`src/rtl/ercm8_0.sv`:
```
// rtl/ercm8_0.sv - error-configurable 8x8 unsigned approximate multiplier, registered 16-bit product
//
// Purpose:
//    Forms the 8x8 partial-product array and sums it column by column.
//    Each of the seven low-order columns (0..6) is either summed exactly
//    or collapsed to the OR of its bits, as selected by mask. Columns
//    7..14 are always summed exactly. The weighted column values are added
//    and the result is registered.
//
// Ports:
//    clk       rising-edge clock
//    rst_n     asynchronous active-low reset; clears dat_o immediately
//    dat_in_a  unsigned multiplicand a[7:0]
//    dat_in_b  unsigned multiplier b[7:0]
//    mask      per-column control for columns 0..6 (1 = exact, 0 = OR approximation)
//    dat_o     registered product, one cycle after the operands are sampled

module ercm8_0 (
   input  logic        clk,
   input  logic        rst_n,
   input  logic [7:0]  dat_in_a,
   input  logic [7:0]  dat_in_b,
   input  logic [6:0]  mask,
   output logic [15:0] dat_o
);

   // Population count of one partial-product column (column height <= 8).
   function automatic logic [3:0] popcount8(input logic [7:0] v);
      return {3'b0, v[0]} + {3'b0, v[1]} + {3'b0, v[2]} + {3'b0, v[3]}
           + {3'b0, v[4]} + {3'b0, v[5]} + {3'b0, v[6]} + {3'b0, v[7]};
   endfunction

   logic [3:0]  col_val [15];
   logic [15:0] psum    [16];
   logic [15:0] prod_d;
   logic [15:0] prod_q;

   assign psum[0] = 16'h0000;

   for (genvar k = 0; k < 15; k++) begin : g_col
      // Bits of column k; row i holds a[i] & b[k-i], padded with zeros
      // where k-i falls outside the operand.
      logic [7:0] bits;

      for (genvar i = 0; i < 8; i++) begin : g_row
         if ((k - i >= 0) && (k - i <= 7)) begin : g_pp
            assign bits[i] = dat_in_a[i] & dat_in_b[k-i];
         end else begin : g_pad
            assign bits[i] = 1'b0;
         end
      end

      if (k <= 6) begin : g_low
         // An approximated column contributes a single bit at its own
         // weight, so it never carries into column k+1.
         assign col_val[k] = mask[k] ? popcount8(bits) : {3'b0, |bits};
      end else begin : g_high
         assign col_val[k] = popcount8(bits);
      end

      // Weighted accumulation. Written as a chain for clarity; synthesis
      // flattens it into a compressor tree feeding one carry-propagate
      // adder. The total never exceeds 65025, so 16 bits cannot overflow.
      assign psum[k+1] = psum[k] + ({12'b0, col_val[k]} << k);
   end

   assign prod_d = psum[15];

   always_ff @(posedge clk or negedge rst_n) begin
      if (!rst_n) begin
         prod_q <= 16'h0000;
      end else begin
         prod_q <= prod_d;
      end
   end

   assign dat_o = prod_q;

endmodule

```
`config.mk`:
```
export PLATFORM = sky130hd
export DESIGN_NAME = ercm8_0
export DESIGN_NICKNAME = d
export VERILOG_FILES = /design/src/rtl/ercm8_0.sv
export SDC_FILE = /design/constraint.sdc
export NUM_CORES = 1
export LEC_CHECK = 0
export CORE_UTILIZATION = 50
export CTS_CLUSTER_DIAMETER = 200
export DETAILED_ROUTE_END_ITERATION = 8
export PLACE_DENSITY = 0.72
export SYNTH_ARGS = -nofsm -noshare
export SYNTH_HDL_FRONTEND = slang
export SYNTH_SLANG_ARGS = --single-unit
```
`constraint.sdc`:
```
create_clock -name clk -period 0.8 [get_ports clk]
set_clock_uncertainty 0.05 [all_clocks]
set_input_delay 0.16 -clock clk [delete_from_list [all_inputs] [get_ports clk]]
set_output_delay 0.16 -clock clk [all_outputs]
set_load 0.005 [all_outputs]
```
# Yosys cells after proc, flatten, opt, wreduce, memory -nomap -nowiden
# Index checks and enable logic that the tools add are counted.
# totals
register_bits	16
output_inout_bits	16
inputBits	25
word_cells	140
# op_classes
mux	6
n_addsub	63
reduce_logical	6
n_bitwise	64
# ops
cell	n
$add 4x1->4	16
$and 1x1->1	64
$add 16x15->16	3
$add 3x1->4	9
$add 2x1->3	11
$add 1x1->2	13
$add 16x16->16	1
$mux 4	4
$add 14x14->15	1
$add 13x13->14	1
$add 12x12->13	1
$add 11x11->12	1
$add 10x10->11	1
$add 9x9->10	1
$add 8x8->9	1
$add 6x7->8	1
$reduce_or 7->1	1
$add 4x5->6	1
$reduce_or 6->1	1
$reduce_or 5->1	1
$add 1x3->4	1
$reduce_or 4->1	1
$mux 3	1
$reduce_or 3->1	1
other kinds (2)	2

# Depth between registers and ports, before layout
# depth
word_depth	17
depth_mapped	26
depth_no_buf	26

# Least setup slack after synthesis
# Ideal clock, no wire load.
# synth_path
kind	in2reg
from	input port dat_in_b[7]
to	register prod_q[15] (netlist: dat_o[15])
path_buffers	0
setup_time_ns	0.123
setup_slack_ns	-5.567
t_arrival_ns	6.195
required_time_ns	0.627
stages	26
path_cell_list	and2_1 -> fa_1 -> inv_1 -> fa_1 -> fa_1 -> inv_1 -> ha_1 -> fa_1 -> xnor2_1 -> fa_1 -> inv_1 -> fa_1 -> ha_1 -> a21o_1 -> a21oi_1 -> o21ai_0 -> nor2_1 -> xor2_1 -> fa_1 -> fa_1 -> inv_1 -> ha_1 -> inv_1 -> fa_1 -> xnor2_1 -> xnor2_1
# synth_via
elab_chain_len	16
elab_cells_between_ends	44
classes_between	add/sub: 36; bitwise: 8
# synth_rtl
item	line_no	source
from (decl)	22	input logic [7:0] dat_in_b,
$and 1x1->1	47	assign bits[i] = dat_in_a[i] & dat_in_b[k-i];
$add 1x1->2	29	return {3'b0, v[0]} + {3'b0, v[1]} + {3'b0, v[2]} + {3'b0, v[3]}
$add 2x1->3	29	
$add 3x1->4	29	
$add 4x1->4 (4 in series)	30	+ {3'b0, v[4]} + {3'b0, v[5]} + {3'b0, v[6]} + {3'b0, v[7]};
$add 11x11->12	64	assign psum[k+1] = psum[k] + ({12'b0, col_val[k]} << k);
$add 12x12->13	64	
$add 13x13->14	64	
$add 14x14->15	64	
$add 16x15->16 (2 in series)	64	
$add 16x16->16	64	
$add 16x15->16 *	64	
via prod_d[15]	35	logic [15:0] prod_d;
to (signal assigned)	73	prod_q <= prod_d;
to (decl)	36	logic [15:0] prod_q;
# Mark *: on every way through the listed nets, which the timed path passes. The rest lies on a longest branch.

# Final worst setup path
# layout_path
from	input port dat_in_a[0]
to	register prod_q[15] (netlist: dat_o[15])
# layout_via
elab_chain_len	17
elab_cells_between_ends	62
classes_between	add/sub: 42; mux: 6; bitwise: 8; reduce/logical: 6
# layout_rtl
item	line_no	source
from (decl)	21	input logic [7:0] dat_in_a,
$and 1x1->1	47	
$add 1x1->2 or $reduce_or 2->1 (tied branches)	29, 56	
$mux 2 or $add 2x1->3 (tied branches)	56, 29	
$add 1x3->4, or another cell as far along	64	
$add 4x5->6, or another cell as far along	64	
$add 6x7->8, or another cell as far along	64	
$add 8x8->9, or another cell as far along	64	
$add 9x9->10 or $mux 4 (tied branches)	64, 56	
$add 10x10->11	64	
$add 11x11->12 *	64	
$add 12x12->13 *	64	
$add 13x13->14 *	64	
$add 14x14->15 *	64	
$add 16x15->16 * (2 in series)	64	
$add 16x16->16 *	64	
$add 16x15->16 *	64	
via prod_d[15]	35	
# Marked as above.

==> flow_summary.yaml <==
sta:
  period_share: 7.58
  tightest_slew_ns: 0.283
  setup_viol: 31
  hold_violations: 0
  fmax_ghz: 0.165
  finalMaxSlewViolations: 0
  slew_headroom: 0.811
  rsz0062_at_grt: "true"
  finalCriticalPeriod_ns: 6.06
  worst_slack_ns: -5.26
detailed_routing:
  drt_iter0_drc: 61
  viasPerCell: 4.96
  first_pass_iters: 4
  drc: 0
  via_count: 2336
  wirelength_um: 7100
  antenna_left: 0
  wl_per_cell_um: 15.1
yosys:
  ys_ff_latch: 16
  synth_cells: 292
  syn_area_per_cell_sq_um: 9.50
  yosys_warnings: 0
  netlist_area_sq_um: 2780
  synth_nets: 401
  synthDistinctLibCells: 31
  yosysSeqAreaShare: 0.144
placement:
  detailed_place.area_sq_um: 3990
  dp_cells: 459
  place.gp.congestion: 0.814
  io_buffers: 39
  post-place-ws_ns: -5.96
  dp_hpwl_um: 5460
finish:
  antennaDiodeCount: 0
  layout_common_cells: "inv_1 (46), buf_4 (44), and2_1 (33), fa_1 (33), buf_6 (27)"
  layout-drive-gt1-share: 0.461
  nNetsFinal: 511
  register_area_sq_um: 400
  largest_register_ffs: 16
  syn2layout_area_growth_pct: 55.8
  multi_input_area_sq_um: 2630
  design_area_sq_um: 4320
  layout.cells.non_filler: 471
  layout_commonest_cell: "inv_1"
  nFillCells: 333
global_routing:
  antenna_found_initial: 0
  grt_max_degree: 17
  grt_usage: 0.253
  grt_pass1_wl_um: 11900
  grt-ovfl-total: 0
  first_global_vias: 2599
power_and_ir_drop:
  total_power_mw: 9.67
  ir_worst_vdd_mv: 1.79
  leakage_nw: 2.16
  power_density_nw_per_um2: 2240
die:
  die-area_sq_um: 5850
  die_w_um: 76.5
  core_area_sq_um: 5240
  start_util: 0.530
  chipHeight_um: 76.5
  fp-row-count: 26
  num_io_pins: 41
critical_path:
  cp-end-kind: "flip-flop"
  worst_ep_required_time_ns: 0.88
  startpoint_type: "primary input"
  critical_path_class: "primary input to flip-flop"
  worstPathMaxFanout: 4
  crit_arrival_ns: 6.15
job:
  max-cap-violations: 0
clocking:
  cts_hold_buf: 0
  cts-root-buf: "clkbuf_8"
  clk_pin_slew_worst_paths_ns: 0.06
  ctsHtreeMaxLevel: 1
  cts_sinks: 16
  cts_max_path_buffers: 2
  cts_buffers: 3
  cts_tree: "done"
run_status:
  violations: "negative setup slack"
  outcome: "complete, but fails checks"
worst_hold_path:
  hp-class: "primary input to asynchronous set/reset pin"
[worst paths after layout]
check,startpoint,endpoint,slack [ns],depth (start not counted)
worst max-delay path,dat_in_a[0],dat_o[15]$_DFF_PN0_,-5.26,27
worst min-delay path,rst_n,dat_o[11]$_DFF_PN0_,0.21,2
max in group asynchronous,rst_n,dat_o[6]$_DFF_PN0_,0.37,2
min in group clk,dat_in_b[0],dat_o[0]$_DFF_PN0_,0.31,4
[worst max-delay path: stages]
cell and delay (ns):
buf_6 0.09, and2_4 0.15, fa_1 0.53, inv_1 0.05, fa_1 0.45, fa_1 0.51
inv_2 0.05, ha_4 0.15, fa_2 0.35, xnor2_2 0.14, fa_2 0.34, inv_2 0.06
fa_1 0.42, ha_4 0.25, a21o_1 0.18, a21oi_2 0.13, o21ai_1 0.10, nor2_2 0.17
xor2_1 0.11, fa_2 0.36, fa_1 0.53, inv_2 0.10, ha_4 0.12, inv_2 0.03
fa_2 0.34, xnor2_2 0.14, xnor2_1 0.12
[where the power goes]
group / internal, mW / switching, mW / leakage [nW] / total (mW)
Sequential: 1.15 / 0.0579 / 0.189 / 1.21
Clock: 0.435 / 0.244 / 0.0288 / 0.679
Combinational: 4.19 / 3.59 / 1.95 / 7.78
[Yosys cell counts]
library cell / count / share of area
and2_1: 43 / 0.097
ha_1: 44 / 0.20
inv_1: 61 / 0.083
xor2_1: 2 / 0.0063
mux2_2: 3 / 0.012
or4b_1: 1 / 0.0036
dfrtp_1: 16 / 0.14
o41a_1: 1 / 0.0041
and3_4: 1 / 0.0041
o32a_1: 1 / 0.0036
o21ai_0: 3 / 0.0054
nand2_1: 34 / 0.046
and2_2: 1 / 0.0027
nand2b_1: 3 / 0.0068
o21bai_1: 1 / 0.0027
xnor2_1: 7 / 0.022
a2bb2oi_1: 1 / 0.0032
a21o_1: 2 / 0.0054
a21oi_1: 7 / 0.013
nand4_1: 3 / 0.0068
a21boi_0: 1 / 0.0027
nor2b_1: 2 / 0.0045
o21ai_1: 1 / 0.0018
nand3_1: 1 / 0.0018
a2111oi_4: 1 / 0.0099
mux2i_1: 1 / 0.0036
and3_2: 1 / 0.0027
a221oi_1: 1 / 0.0032
nor2_1: 6 / 0.0081
nor3_1: 2 / 0.0036
fa_1: 40 / 0.29
[final cells by class]
type	instances	share of cell area
well taps	70	0.0203
clock buffers	4	0.0127
multi-input cells	215	0.608
flip-flops and latches	16	0.0926
inverters	61	0.0535
repair buffers	105	0.213
[through the flow]
stage	hold WS, ns	setup TNS [ns]	utilization
6_report	0.210	-48.65	0.825
5_1_grt	0.228	-50.71	0.825
4_1_cts	0.217	-49.24	0.786
3_5_place_dp	0.476	-59.95	0.762
3_3_place_gp	0.460	-58.43	0.762
2_1_floorplan	-0.186	-43.99	-
[logic make-up (layout without fill, tap and decap cells)]
family	after synthesis	after routing	share of synthesized area
simple gates	98	98	0.188
fa+ha+maj	84	84	0.487
buf+inv	61	170	0.0825
compound gates	20	20	0.0546
flops	16	16	0.144
xor+xnor	9	9	0.0284
mux	4	4	0.0158
[per-layer routing]
| layer | routed length [um] | GRT usage | vias to the layer above |
|---|---|---|---|
| met3 | 201 | 0.0156 | 8 |
| met2 | 3830 | 0.470 | 57 |
| li1 | - | - | 1131 |
| met5 | 0 | 0 | - |
| met4 | 74 | 0.0673 | 0 |
| met1 | 2990 | 0.317 | 1140 |
[what timing repair did]
action,CTS,global route
cloned,0,0
buffers inserted,4,9
gates resized for setup,156,46
pin swaps,33,34
setup endpoints to repair,32,31
No activity file was read; power rests on OpenSTA's default activity.
